===== src/rtl/instr_encoder_pkg.sv =====
// Shared encodings for the RV32I instruction encoder/loader.
package instr_encoder_pkg;

  // Immediate format selector, matching the immediate extender's ImmSrc.
  localparam logic [2:0] IMM_I = 3'b000;
  localparam logic [2:0] IMM_S = 3'b001;
  localparam logic [2:0] IMM_B = 3'b010;
  localparam logic [2:0] IMM_J = 3'b011;
  localparam logic [2:0] IMM_U = 3'b100;
  localparam logic [2:0] IMM_R = 3'b101;

  localparam logic [1:0] ERR_NONE     = 2'b00;
  localparam logic [1:0] ERR_RANGE    = 2'b01;
  localparam logic [1:0] ERR_ILLEGAL  = 2'b10;
  localparam logic [1:0] ERR_OVERFLOW = 2'b11;

  localparam logic [6:0] OPC_OP_IMM = 7'h13;
  localparam logic [6:0] OPC_STORE  = 7'h23;
  localparam logic [6:0] OPC_BRANCH = 7'h63;
  localparam logic [6:0] OPC_JAL    = 7'h6F;
  localparam logic [6:0] OPC_LUI    = 7'h37;
  localparam logic [6:0] OPC_OP     = 7'h33;

  typedef enum logic [1:0] {StIdle, StLoad, StDone, StErr} state_e;

  // True when v is representable as a signed value whose sign bit is v[msb].
  function automatic logic fits_signed(input logic [31:0] v, input int unsigned msb);
    logic [31:0] s;
    s = 32'($signed(v) >>> msb);
    return (s == '0) || (s == '1);
  endfunction

endpackage


===== src/rtl/instr_pack.sv =====
// Combinational RV32I word packer with immediate range and format checks.
module instr_pack
  import instr_encoder_pkg::*;
(
  input  logic [2:0]  imm_src,
  input  logic [6:0]  opcode,
  input  logic [4:0]  rd,
  input  logic [2:0]  funct3,
  input  logic [4:0]  rs1,
  input  logic [4:0]  rs2,
  input  logic [6:0]  funct7,
  input  logic [31:0] imm,
  output logic [31:0] word,
  output logic        range_ok,
  output logic        fmt_ok
);

  // Scatter the immediate into its format-specific bit positions.
  always_comb begin
    word     = '0;
    range_ok = 1'b0;
    fmt_ok   = 1'b1;
    unique case (imm_src)
      IMM_I: begin
        word     = {imm[11:0], rs1, funct3, rd, opcode};
        range_ok = fits_signed(imm, 11);
      end
      IMM_S: begin
        word     = {imm[11:5], rs2, rs1, funct3, imm[4:0], opcode};
        range_ok = fits_signed(imm, 11);
      end
      IMM_B: begin
        word     = {imm[12], imm[10:5], rs2, rs1, funct3, imm[4:1], imm[11], opcode};
        range_ok = fits_signed(imm, 12) && !imm[0];
      end
      IMM_J: begin
        word     = {imm[20], imm[10:1], imm[11], imm[19:12], rd, opcode};
        range_ok = fits_signed(imm, 20) && !imm[0];
      end
      IMM_U: begin
        word     = {imm[31:12], rd, opcode};
        range_ok = (imm[11:0] == 12'h000);
      end
      IMM_R: begin
        word     = {funct7, rs2, rs1, funct3, rd, opcode};
        range_ok = 1'b1;
      end
      default: fmt_ok = 1'b0;
    endcase
  end

endmodule


===== src/rtl/instr_encoder.sv =====
// Streaming RV32I encoder: accepts field beats, packs them and writes imem sequentially.
module instr_encoder
  import instr_encoder_pkg::*;
#(
  parameter int unsigned ADDR_W    = 8,
  parameter int unsigned BASE_ADDR = 0
) (
  input  logic              clk,
  input  logic              reset,
  input  logic              start,
  input  logic              in_valid,
  output logic              in_ready,
  input  logic [2:0]        ImmSrc,
  input  logic [6:0]        opcode,
  input  logic [4:0]        rd,
  input  logic [2:0]        funct3,
  input  logic [4:0]        rs1,
  input  logic [4:0]        rs2,
  input  logic [6:0]        funct7,
  input  logic [31:0]       imm,
  input  logic              last,
  output logic              imem_we,
  output logic [ADDR_W-1:0] imem_addr,
  output logic [31:0]       imem_wdata,
  output logic              done,
  output logic              err,
  output logic [1:0]        err_code,
  output logic [ADDR_W-1:0] err_addr,
  output logic [ADDR_W:0]   count
);

  state_e            state_q, state_d;
  logic              we_q, we_d;
  logic [ADDR_W-1:0] addr_q, addr_d;
  logic [31:0]       wdata_q, wdata_d;
  logic              done_q, done_d;
  logic              err_q, err_d;
  logic [1:0]        err_code_q, err_code_d;
  logic [ADDR_W-1:0] err_addr_q, err_addr_d;
  logic [ADDR_W:0]   count_q, count_d;

  logic [31:0]       packed_word;
  logic              range_ok, fmt_ok;
  logic              accept;
  logic              overflow;
  logic [ADDR_W-1:0] tgt_addr;

  instr_pack u_pack (
    .imm_src  (ImmSrc),
    .opcode   (opcode),
    .rd       (rd),
    .funct3   (funct3),
    .rs1      (rs1),
    .rs2      (rs2),
    .funct7   (funct7),
    .imm      (imm),
    .word     (packed_word),
    .range_ok (range_ok),
    .fmt_ok   (fmt_ok)
  );

  assign in_ready = (state_q == StLoad) && !start;
  assign accept   = in_valid && in_ready;
  // count saturates at 2^ADDR_W, so the top bit alone flags a full memory.
  assign overflow = count_q[ADDR_W];
  assign tgt_addr = ADDR_W'(BASE_ADDR) + count_q[ADDR_W-1:0];

  // Next-state: start restarts the load, otherwise check and pack an accepted beat.
  always_comb begin
    state_d    = state_q;
    we_d       = 1'b0;
    addr_d     = addr_q;
    wdata_d    = wdata_q;
    done_d     = (state_q == StDone) && !start;
    err_d      = err_q;
    err_code_d = err_code_q;
    err_addr_d = err_addr_q;
    count_d    = count_q;
    if (start) begin
      state_d    = StLoad;
      err_d      = 1'b0;
      err_code_d = ERR_NONE;
      err_addr_d = '0;
      count_d    = '0;
    end else if (accept) begin
      if (!fmt_ok || overflow || !range_ok) begin
        state_d    = StErr;
        err_d      = 1'b1;
        err_addr_d = tgt_addr;
        if (!fmt_ok)       err_code_d = ERR_ILLEGAL;
        else if (overflow) err_code_d = ERR_OVERFLOW;
        else               err_code_d = ERR_RANGE;
      end else begin
        we_d    = 1'b1;
        addr_d  = tgt_addr;
        wdata_d = packed_word;
        count_d = count_q + {{ADDR_W{1'b0}}, 1'b1};
        if (last) state_d = StDone;
      end
    end
  end

  // State and registered outputs, synchronous reset.
  always_ff @(posedge clk) begin
    if (reset) begin
      state_q    <= StIdle;
      we_q       <= 1'b0;
      addr_q     <= '0;
      wdata_q    <= '0;
      done_q     <= 1'b0;
      err_q      <= 1'b0;
      err_code_q <= ERR_NONE;
      err_addr_q <= '0;
      count_q    <= '0;
    end else begin
      state_q    <= state_d;
      we_q       <= we_d;
      addr_q     <= addr_d;
      wdata_q    <= wdata_d;
      done_q     <= done_d;
      err_q      <= err_d;
      err_code_q <= err_code_d;
      err_addr_q <= err_addr_d;
      count_q    <= count_d;
    end
  end

  assign imem_we    = we_q;
  assign imem_addr  = addr_q;
  assign imem_wdata = wdata_q;
  assign done       = done_q;
  assign err        = err_q;
  assign err_code   = err_code_q;
  assign err_addr   = err_addr_q;
  assign count      = count_q;

endmodule


===== config.mk =====
export PLATFORM = sky130hd
export DESIGN_NAME = instr_encoder
export DESIGN_NICKNAME = d
export VERILOG_FILES = /design/src/rtl/instr_encoder_pkg.sv /design/src/rtl/instr_pack.sv /design/src/rtl/instr_encoder.sv
export SDC_FILE = /design/constraint.sdc
export NUM_CORES = 1
export LEC_CHECK = 0
export CAP_MARGIN = 20
export CORE_MARGIN = 2
export CORE_UTILIZATION = 48
export DETAILED_ROUTE_END_ITERATION = 6
export GPL_TIMING_DRIVEN = 0
export PLACE_DENSITY = 0.95
export SETUP_SLACK_MARGIN = 0.05
export SLEW_MARGIN = 25
export SYNTH_ARGS = -nofsm -noshare
export SYNTH_HDL_FRONTEND = slang
export SYNTH_HIERARCHICAL = 1
export SYNTH_SLANG_ARGS = --single-unit

===== constraint.sdc =====
create_clock -name clk -period 4.5 [get_ports clk]
set_input_delay 0.9 -clock clk [delete_from_list [all_inputs] [get_ports clk]]
set_output_delay 0.9 -clock clk [all_outputs]
set_load 0.03 [all_outputs]

==> flow_summary_export.csv, run 1 <==
group,metric,value,unit
run_status,status,"finished, final reports clean",
critical_path,r2r_slack,2750,ps
floorplanning,start_util,49.5,%
timing,slew_headroom,66.8,%
critical_path,end_kind,"flop",
synthesis,synth_fp_nets,528,
min_path,min_to,"imem_wdata[3]",
finish,syn_to_final_growth,45.2,%
critical_path,cp_slowest_cell,"or4_1",
critical_path,path_cells,"clkdlybuf4s50_1, or4_1, nor4_2, nand4_1, o2bb2ai_1, o221ai_2, nand3b_1, buf_2, nor4_1, mux2i_1",
power,p_per_area,238,mW/mm2
timing,setup_viol,0,
timing,hold_viol_final,0,
synthesis,synth_top_cell_area_share,35.8,%
critical_path,required,4790,ps
placement,port_buffers,132,
finish,layout.cells.non_filler,702,
critical_path,rr_endpoint,"count[6]",
finish,n_antenna_cell,0,
finish,fin_nets,671,
placement,dp.cells,686,
cts,post-cts-setup-buffers,0,
critical_path,worstReg2RegStart,"count[8]",
cts,numCtsBuffers,9,
cts,htree_levels,3,
critical_path,start_kind,"input port",
min_path,hold_start,"imem_wdata[3]",
synthesis,syn_area_per_cell,7.86,um2
synthesis,synth_edf_count,0,
critical_path,slowest_delay,590,ps
synthesis,synthTopCellsByArea,"dfxtp_1 36%, a21oi_1 11%, o21ai_0 7.6%",
cts,cts_tree,"done",
grt,grt_max_degree,13,
power,p_leak,1.69,nW
critical_path,critPathTopFamily,"simple AND/OR/NAND/NOR gates",
placement,gp_congestion,0.969,
timing,finalClockSkew,3.97,ps
critical_path,crit_type,"input port to flop",
synthesis,synth.distinct_cells,43,
floorplanning,io_pins,135,
routing,wire_per_inst,19.2,um
timing,timing.final.crit_share,79.9,%
synthesis,yosysTopAreaCell,"dfxtp_1",
grt,grt_pass1_vias,4282,
cts,cts_buffer_depth,2,
min_path,hold_path_class,"flop to flop",
critical_path,reg2reg_depth,4,
routing,drt_iter0_markers,311,
synthesis,yosys_warnings,6,
cts,clkSlewWorstSetupHoldPaths,70,ps
synthesis,ys_ff_latch,64,
cts,ctsResizeCount,0,
grt,gr-total-overflow,0,
synthesis,async_flop_share,0,%
floorplanning,std_cell_rows,31,
grt,antenna_found_initial,0,
cts,insertion_delay,350,ps
floorplanning,dieArea,0.00815,mm2
synthesis,synth_ff_type,"dfxtp_1",
synthesis,synth_area,0.00357,mm2
timing,maxSlewViolCount,0,
timing,fmax,278,MHz
power,vdd_drop_max,0.229,mV
cts,hold_buffers,0,
finish,final_core_util,72.0,%
timing,finalSetupTns,0,ps
job,max_cap_violations,0,
grt,grt_pass1_wl,21600,um
grt,track_usage,32.9,%
floorplanning,core_area,0.00721,mm2
routing,vias,4328,
power,power.total,0.00124,W
synthesis,seq_area_frac_synth,35.8,%
critical_path,worstPathArrival,3880,ps
floorplanning,die_h,90.3,um
finish,drive_gt1_share,6.80,%
critical_path,cp.buffers_inverters,2,
placement,hpwl,10000,um
synthesis,synthCells,455,
routing,drcViolationCount,0,
routing,viasPerCell,6.17,
timing,finalCriticalPeriod,3590,ps
routing,postRouteAntennaNets,0,
cts,cts_root_buffer,"clkbuf_8",
timing,worst_slew_pin_slew,498,ps
critical_path,cp_max_fo,10,
floorplanning,die_w,90.3,um
cts,clock-sinks,64,
min_path,holdPathStages,2,
timing,rsz0062_at_grt,"false",
routing,dr.pass1.iters,5,
routing,finalWirelength,13500,um
[synthesized netlist by cell type, types with 2 or more instances]
master     count
buf_4          2
or3_1          5
dfxtp_1       64
a22o_1         3
nand2b_1       3
buf_2         12
nor3b_1        4
and2_1         8
nor4_2         3
o22ai_1       15
inv_1          6
o21ai_1        2
nor3_1         2
nor2_1         5
clkbuf_1      32
a22oi_1       13
nand4_1        7
nand3_1       53
nand2_1       12
o2bb2ai_1      7
nor2b_1       11
a21oi_1       81
mux2_1         5
or4_1          4
o31ai_1        4
mux2i_1       16
nor4_1         7
o21ai_0       54
[worst register-to-register path, stage by stage, from the launching register on]
cell,delay [ps]
dfxtp_1,350
nand3b_1,390
buf_2,320
nor4_1,400
mux2i_1,230
[registers in the layout (all words and copies together), names as in the netlist]
name	flops
imem_wdata	32
count	9
err_addr	8
imem_addr	8
err_code	2
state_q	2
done	1
err	1
imem_we	1
[layout by cell type, fill, tap and decap left out, types with 2 or more instances in the layout]
cell type,instances
o22ai_1,15
o21ai_0,54
nand4_1,7
or3_1,5
nor2_1,5
a21oi_1,81
inv_1,6
clkinvlp_4,2
clkbuf_8,9
nand2b_1,3
nor2b_1,11
mux2_1,5
a22oi_1,13
dfxtp_1,64
nor4_1,7
a22o_1,3
or4_1,4
buf_2,12
clkinv_2,3
clkdlybuf4s50_1,132
and2_1,8
nor3b_1,4
clkbuf_1,32
nand3_1,53
nor3_1,2
o2bb2ai_1,7
nand2_1,12
o21ai_1,2
nor4_2,3
mux2i_1,16
buf_4,2
o31ai_1,4
[worst max path at each step]
stage / cells after the start / start / end
4_1_cts: 10 / imm[1] / count[6]
6_report: 10 / imm[1] / count[6]
5_1_grt: 10 / imm[1] / count[6]
2_1_floorplan: 9 / ImmSrc[1] / count[6]
3_3_place_gp: 10 / imm[1] / count[6]
3_5_place_dp: 10 / imm[1] / count[6]
[metal layers]
layer | global-route usage [%] | routed length, um | vias to the layer above
li1 | - | - | 1990
met1 | 39.7 | 5360 | 2046
met2 | 56.3 | 6670 | 250
met3 | 7.93 | 1020 | 42
met4 | 13.1 | 416 | 0
met5 | 0 | 0 | -
[per-stage QoR]
stage          worst slack (ps)  hold slack [ps]  area [um2]
6_report                    906              484        5190
2_1_floorplan              1630              457        3570
5_1_grt                     757              498        5190
4_1_cts                    1010              482        5190
3_3_place_gp                726              456        5020
3_5_place_dp                672              464        5020
[kinds of logic (layout without fill, tap and decap cells)]
kind of cell / Yosys count / in the layout / synth area share, %
buffers and inverters: 53 / 201 / 6.41
AND/OR/NAND/NOR: 132 / 132 / 22.2
multiplexers: 21 / 21 / 6.06
AO/OA/AOI/OAI: 184 / 184 / 29.2
flip-flops: 64 / 64 / 35.8
adder cells (fa/ha/maj): 1 / 1 / 0.350
[area by class of cell]
cell class,instances,area [um2]
clock inverter,7,47.5
inverter,6,22.5
buffer,47,206
timing repair buffer,132,1320
multi-input combinational,338,2060
clock buffer,9,124
fill,600,2020
tap,99,124
sequential,64,1280
[power by group]
| group | internal, W | switching [W] | total, W |
|---|---|---|---|
| sequential | 0.000568 | 0.00000226 | 0.000571 |
| combinational | 0.000107 | 0.000123 | 0.000230 |
| clock | 0.000199 | 0.000237 | 0.000436 |
| total | 0.000874 | 0.000363 | 0.00124 |
No activity file was read; power rests on OpenSTA's default activity.
==> run 2: changes to the inputs <==
--- a/config.mk
+++ b/config.mk
@@ -7,10 +7,10 @@
 export LEC_CHECK = 0
 export CAP_MARGIN = 20
 export CORE_MARGIN = 2
-export CORE_UTILIZATION = 48
+export CORE_UTILIZATION = 40
 export DETAILED_ROUTE_END_ITERATION = 6
 export GPL_TIMING_DRIVEN = 0
-export PLACE_DENSITY = 0.95
+export PLACE_DENSITY = 0.87
 export SETUP_SLACK_MARGIN = 0.05
 export SLEW_MARGIN = 25
 export SYNTH_ARGS = -nofsm -noshare
==> constraint.sdc (replaced) <==
create_clock -name clk -period 3 [get_ports clk]
set_input_delay 0.6 -clock clk [delete_from_list [all_inputs] [get_ports clk]]
set_output_delay 0.6 -clock clk [all_outputs]
set_load 0.03 [all_outputs]
==> run 2 against run 1 <==
- critical endpoint is now count[4]
- register-to-register slack worse by 1400 ps
- sequential power grew 50%
- first-iteration DRC count is 24% higher
- largest cell class unchanged
- utilization decreased by 11 points
- global-route usage shrank 5.9 points
- largest power group unchanged
- flip-flop and latch count did not move
- setup slack got worse by 770 ps
- sequential share of layout area shrank 0.64 points
==> flow_summary_export.csv, run 2 (synthesis results as in run 1) <==
group,metric,value,unit
run_status,status,"finished, final reports clean",
cts,hold_buffers,0,
cts,insertion_delay,340,ps
cts,cts_tree,"done",
routing,wire_per_inst,18.8,um
critical_path,slowest_delay,510,ps
grt,antenna_found_initial,0,
placement,dp_slack,-612,ps
timing,setup_viol,0,
cts,cts_root_buffer,"clkbuf_8",
routing,viasPerCell,6.01,
finish,fin_nets,673,
floorplanning,die_h,98.5,um
floorplanning,std_cell_rows,34,
placement,gp_congestion,0.954,
finish,n_antenna_cell,0,
grt,grt_pass1_vias,4152,
timing,fin_ws,131,ps
power,p_leak,1.88,nW
grt,gr-total-overflow,0,
power,vdd_drop_max,0.278,mV
routing,drcViolationCount,0,
cts,htree_levels,3,
power,p_per_area,366,mW/mm2
timing,maxSlewViolCount,0,
critical_path,worstPathArrival,3150,ps
cts,numCtsBuffers,9,
critical_path,rr_endpoint,"imem_wdata[2]",
critical_path,path_cells,"clkdlybuf4s50_1, nand4_1, or3_4, nor3_4, a22oi_2, o221ai_2, nand3b_1, buf_6, or4_1, a21oi_1",
critical_path,reg2reg_depth,5,
placement,port_buffers,132,
critical_path,required,3280,ps
critical_path,crit_type,"input port to flop",
finish,final_cell_mix,"118 x clkdlybuf4s50_1, 81 x a21oi_1, 64 x dfxtp_1, 53 x nand3_1, 48 x o21ai_0",
routing,finalWirelength,13400,um
grt,met1_usage,35.7,%
routing,vias,4282,
floorplanning,dieArea,0.00971,mm2
critical_path,cp_max_fo,5,
min_path,holdPathStages,1,
timing,hold_viol_final,0,
grt,use_met2,43.9,%
timing,rsz0062_at_grt,"false",
routing,postRouteAntennaNets,0,
min_path,hold_start,"err",
timing,fmax,349,MHz
timing,timing.final.crit_share,95.6,%
critical_path,cp_slowest_cell,"clkdlybuf4s50_1",
routing,dr.pass1.iters,4,
grt,grt_pass1_wl,21200,um
power,power.total,0.00195,W
timing,slew_headroom,63.8,%
cts,clock-sinks,64,
timing,finalSetupTns,0,ps
floorplanning,start_util,41.2,%
min_path,min_to,"err",
timing,finalClockSkew,7.56,ps
routing,drt_iter0_markers,386,
grt,grt_max_degree,13,
floorplanning,io_pins,135,
critical_path,worstReg2RegStart,"state_q[0]",
finish,final_common_cell,"clkdlybuf4s50_1",
job,max_cap_violations,0,
floorplanning,core_area,0.00868,mm2
grt,met3_usage,5.25,%
grt,gr-max-usage-layer,"met2",
placement,hpwl,10100,um
cts,clkSlewWorstSetupHoldPaths,80,ps
timing,worst_slew_pin_slew,543,ps
finish,largest_reg_flops,32,
finish,syn_to_final_growth,49.1,%
grt,track_usage,26.9,%
critical_path,r2r_slack,1370,ps
timing,finalCriticalPeriod,2870,ps
critical_path,end_kind,"flop",
critical_path,start_kind,"input port",
min_path,hold_path_class,"flop to flop",
floorplanning,die_w,98.5,um
finish,drive_gt1_share,9.75,%
cts,cts_buffer_depth,2,
[run 2: cell count changes in the layout (fill, tap and decap cells not counted), sizes merged]
cell           before  now
dlygate4sd2         0    1
clkinvlp            2    1
clkdlybuf4s50     132  118
bufinv              0    1
dlymetal6s2s        0   13
clkbuf             41   40
buf                15   18
[run 2: worst max-delay path: cells and delay by family]
kind                   cells  cell delay, ps
buffers and inverters      2             710
and+or+nand+nor            5            1350
AOI/OAI and AO/OA          3             500
[run 2: worst max-delay path by stage]
stage	depth (start not counted)	to	startpoint	slack [ps]
after floorplan	9	count[6]	ImmSrc[1]	430
after global placement	10	count[6]	imm[1]	-550
after detailed placement	10	count[6]	imm[1]	-610
after CTS	9	imem_wdata[2]	ImmSrc[1]	60
after global routing	11	imem_wdata[14]	imm[29]	50
final	10	count[4]	imm[29]	130
[run 2: layout make-up]
type	instances	area [um2]
Buffer	46	221
Sequential cell	64	1280
Multi-Input combinational cell	338	2100
Clock buffer	9	124
Tap cell	108	135
Clock inverter	7	70.1
Timing Repair Buffer	135	1380
Fill cell	780	3350
Inverter	6	22.5
[run 2: routing by layer]
metal | vias to the layer above | wire [um]
li1 | 1993 | -
met1 | 2039 | 5580
met2 | 217 | 6400
met3 | 33 | 1050
met4 | 0 | 349
met5 | - | 0
[run 2: where the power goes]
group	total [W]	internal, W	leakage (nW)	switching, W
Sequential	0.000856	0.000852	0.516	0.00000337
Combinational	0.000349	0.000161	1.27	0.000188
Clock	0.000748	0.000383	0.0994	0.000364
Total	0.00195	0.00140	1.88	0.000556
[run 2: repair_timing]
action	4_1_cts	5_1_grt
cloned	0	1
resized for setup	10	35
endpoints found under the setup margin	61	59
buffers inserted	1	1
pin swaps	0	5
[run 2: metrics by stage]
| step | instances | hold WS (ps) | utilization [%] | cell area [um2] |
|---|---|---|---|---|
| 2_1_floorplan | 455 | 457 | - | 3570 |
| 3_3_place_gp | 695 | 453 | 58.0 | 5030 |
| 3_5_place_dp | 695 | 465 | 58.0 | 5030 |
| 4_1_cts | 711 | 477 | 60.5 | 5250 |
| 5_1_grt | 713 | 505 | 61.4 | 5330 |
| 6_report | 713 | 472 | 61.4 | 5330 |
==> run 3: changes to the inputs <==
--- a/config.mk
+++ b/config.mk
@@ -10,6 +10,7 @@
 export CORE_UTILIZATION = 40
 export DETAILED_ROUTE_END_ITERATION = 6
 export GPL_TIMING_DRIVEN = 0
+export HOLD_SLACK_MARGIN = 0.02
 export PLACE_DENSITY = 0.87
 export SETUP_SLACK_MARGIN = 0.05
 export SLEW_MARGIN = 25
==> results of run 3 <==
Same layout as run 2: the final DEF is identical, and so are final timing and power.
==> patch, RTL diff (flow settings as in run 3) <==
`addr_q`, `wdata_q` and `err_addr_q` no longer have a reset.
--- a/src/rtl/instr_encoder.sv
+++ b/src/rtl/instr_encoder.sv
@@ -105,24 +105,24 @@
     if (reset) begin
       state_q    <= StIdle;
       we_q       <= 1'b0;
-      addr_q     <= '0;
-      wdata_q    <= '0;
       done_q     <= 1'b0;
       err_q      <= 1'b0;
       err_code_q <= ERR_NONE;
-      err_addr_q <= '0;
       count_q    <= '0;
     end else begin
       state_q    <= state_d;
       we_q       <= we_d;
-      addr_q     <= addr_d;
-      wdata_q    <= wdata_d;
       done_q     <= done_d;
       err_q      <= err_d;
       err_code_q <= err_code_d;
-      err_addr_q <= err_addr_d;
       count_q    <= count_d;
     end
+  end
+
+  always_ff @(posedge clk) begin
+    addr_q     <= addr_d;
+    wdata_q    <= wdata_d;
+    err_addr_q <= err_addr_d;
   end
 
   assign imem_we    = we_q;
Behaviour: differs if reset is asserted again (counterexample within 4 cycles, from zero or initial values and one cycle with reset high); with reset held inactive, the same outputs for 10 cycles.
==> patch against run 3 <==
Clock skew rose by 7.9 ps. Final area fell by 4.1%. Cell count fell by 20%. Synthesized area fell by 8.9%. Critical endpoint is now imem_addr[7]. Sequential cell count did not move. Worst setup slack got worse by 25 ps. Highest routed layer unchanged. Routed wire length fell by 18%. Power fell by 1.2%.
==> patch: results <==
metrics = {
    "critical_path": {
        "crit_start": "ImmSrc[1]",
        "timing.rr.start": "state_q[1]",
        "maximum_net_fanout_on_the_critical_path": 10,
        "crit_arrival_ps": 2940,
        "timing.reg2reg.setup_slack_ps": 1180,
        "rr_endpoint": "imem_addr[7]",
        "r2r_cells": 6,
    },
    "timing": {
        "fin_hold_viols": 0,
        "fin_worst_skew_ps": 15.5,
        "worstMarginPinSlew_ps": 538,
    },
    "drt": {
        "drt_iter0_markers": 298,
        "drt-total-wl_um": 10900,
        "detail_route.vias_per_cell": 5.89,
        "dr.pass1.iters": 5,
    },
    "synthesis": {
        "synth-edff-count": 40,
        "synth_common_cells": "sky130_fd_sc_hd__a21oi_1 (41), sky130_fd_sc_hd__edfxtp_1 (40), sky130_fd_sc_hd__dfxtp_1 (24)",
        "post_synthesis_mux_area_share_pct": 6.65,
        "synth.area.top_cells": "sky130_fd_sc_hd__edfxtp_1 (37%), sky130_fd_sc_hd__dfxtp_1 (15%), sky130_fd_sc_hd__a21oi_1 (6.3%)",
        "synth_area_per_cell_um2": 10.4,
        "synth_fa_ha_area_share_pct": 0.384,
        "fraction_of_the_mapped_netlist_area_in_compound_gates_pct": 19.7,
        "seq_area_frac_synth_pct": 51.6,
        "syn-num-nets": 386,
    },
    "global_route": {
        "grt_start_max_net_pins": 16,
        "grt_first_pass_wirelength_um": 16600,
        "vias_in_the_first_global_route": 3242,
        "grt_util_all_layers_pct": 24.4,
    },
    "pwr": {
        "power.share.switching_pct": 26.4,
        "ir_drop_v": 0.000200,
        "p_clk_w": 0.000681,
        "power_density_nw_per_um2": 378,
        "seq_power_share_pct": 48.9,
        "p_leak_nw": 1.81,
    },
    "place": {
        "placement.io_buffers": 133,
        "finalWeightedCongestion": 0.866,
        "placement.cell_area_um2": 4770,
        "hpwl_um": 7790,
        "post-place-cells": 549,
    },
    "cells_and_area": {
        "instances_no_fill": 573,
        "post_route_cells_drive_above_1_share_pct": 9.77,
        "final_stage_net_count": 539,
    },
    "clock_tree": {
        "post_cts_resized": 9,
        "post_cts.repair.setup_buffers": 4,
        "cts.htree.levels": 3,
        "clkSlewWorstSetupHoldPaths_ps": 70,
    },
    "hold_path": {
        "whs_path_depth": 1,
    },
    "outcome": {
        "outcome": "finished, final reports clean",
    },
}
[patch: changes by cell type after synthesis, sizes merged, moves of 20 or more]
cell,delta
a21oi,-40
clkbuf,-20
dfxtp,-40
edfxtp,+40
nand3,-40
o21ai,-40
[patch: metrics by stage]
| stage | setup WS (ps) | hold slack (ps) | util (%) |
|---|---|---|---|
| floorplan | -55.2 | 442 | - |
| global placement | -1030 | 467 | 60.7 |
| detailed placement | -860 | 462 | 61.1 |
| CTS | 51.4 | 480 | 64.5 |
| global route | 3.86 | 493 | 65.4 |
| finish | 106 | 479 | 65.4 |
[patch: how the worst max path moves through the flow]
stage,endpoint,slack [ps]
final,imem_addr[7],110
after global routing,imem_addr[7],4
after CTS,imem_wdata[29],50
after detailed placement,imem_wdata[19],-860
after global placement,imem_wdata[13],-1030
after floorplan,imem_addr[0],-60
[patch: cell type report]
class	count	area, um^2
Tap cell	102	128
Clock inverter	6	42.5
Inverter	6	22.5
Multi-Input combinational cell	219	1470
Sequential cell	64	1680
Buffer	24	123
Clock buffer	10	138
Fill cell	636	2700
Timing Repair Buffer	142	1510
[patch: critical path, cell delays in order]
cell and delay [ps]:
sky130_fd_sc_hd__dlygate4sd2_1 290, sky130_fd_sc_hd__or4_4 590, sky130_fd_sc_hd__nor4_4 140, sky130_fd_sc_hd__nand4_1 140, sky130_fd_sc_hd__o2bb2ai_1 170, sky130_fd_sc_hd__o221ai_2 70
sky130_fd_sc_hd__nand3b_1 150, sky130_fd_sc_hd__buf_6 160, sky130_fd_sc_hd__buf_6 140, sky130_fd_sc_hd__nor2_4 170, sky130_fd_sc_hd__buf_12 150, sky130_fd_sc_hd__clkbuf_16 160
[patch: metal layers]
metal	wire length, um	global-route usage, %
met3	936	3.37
met4	387	10.0
met5	0	0
met1	4360	32.6
met2	5230	39.7
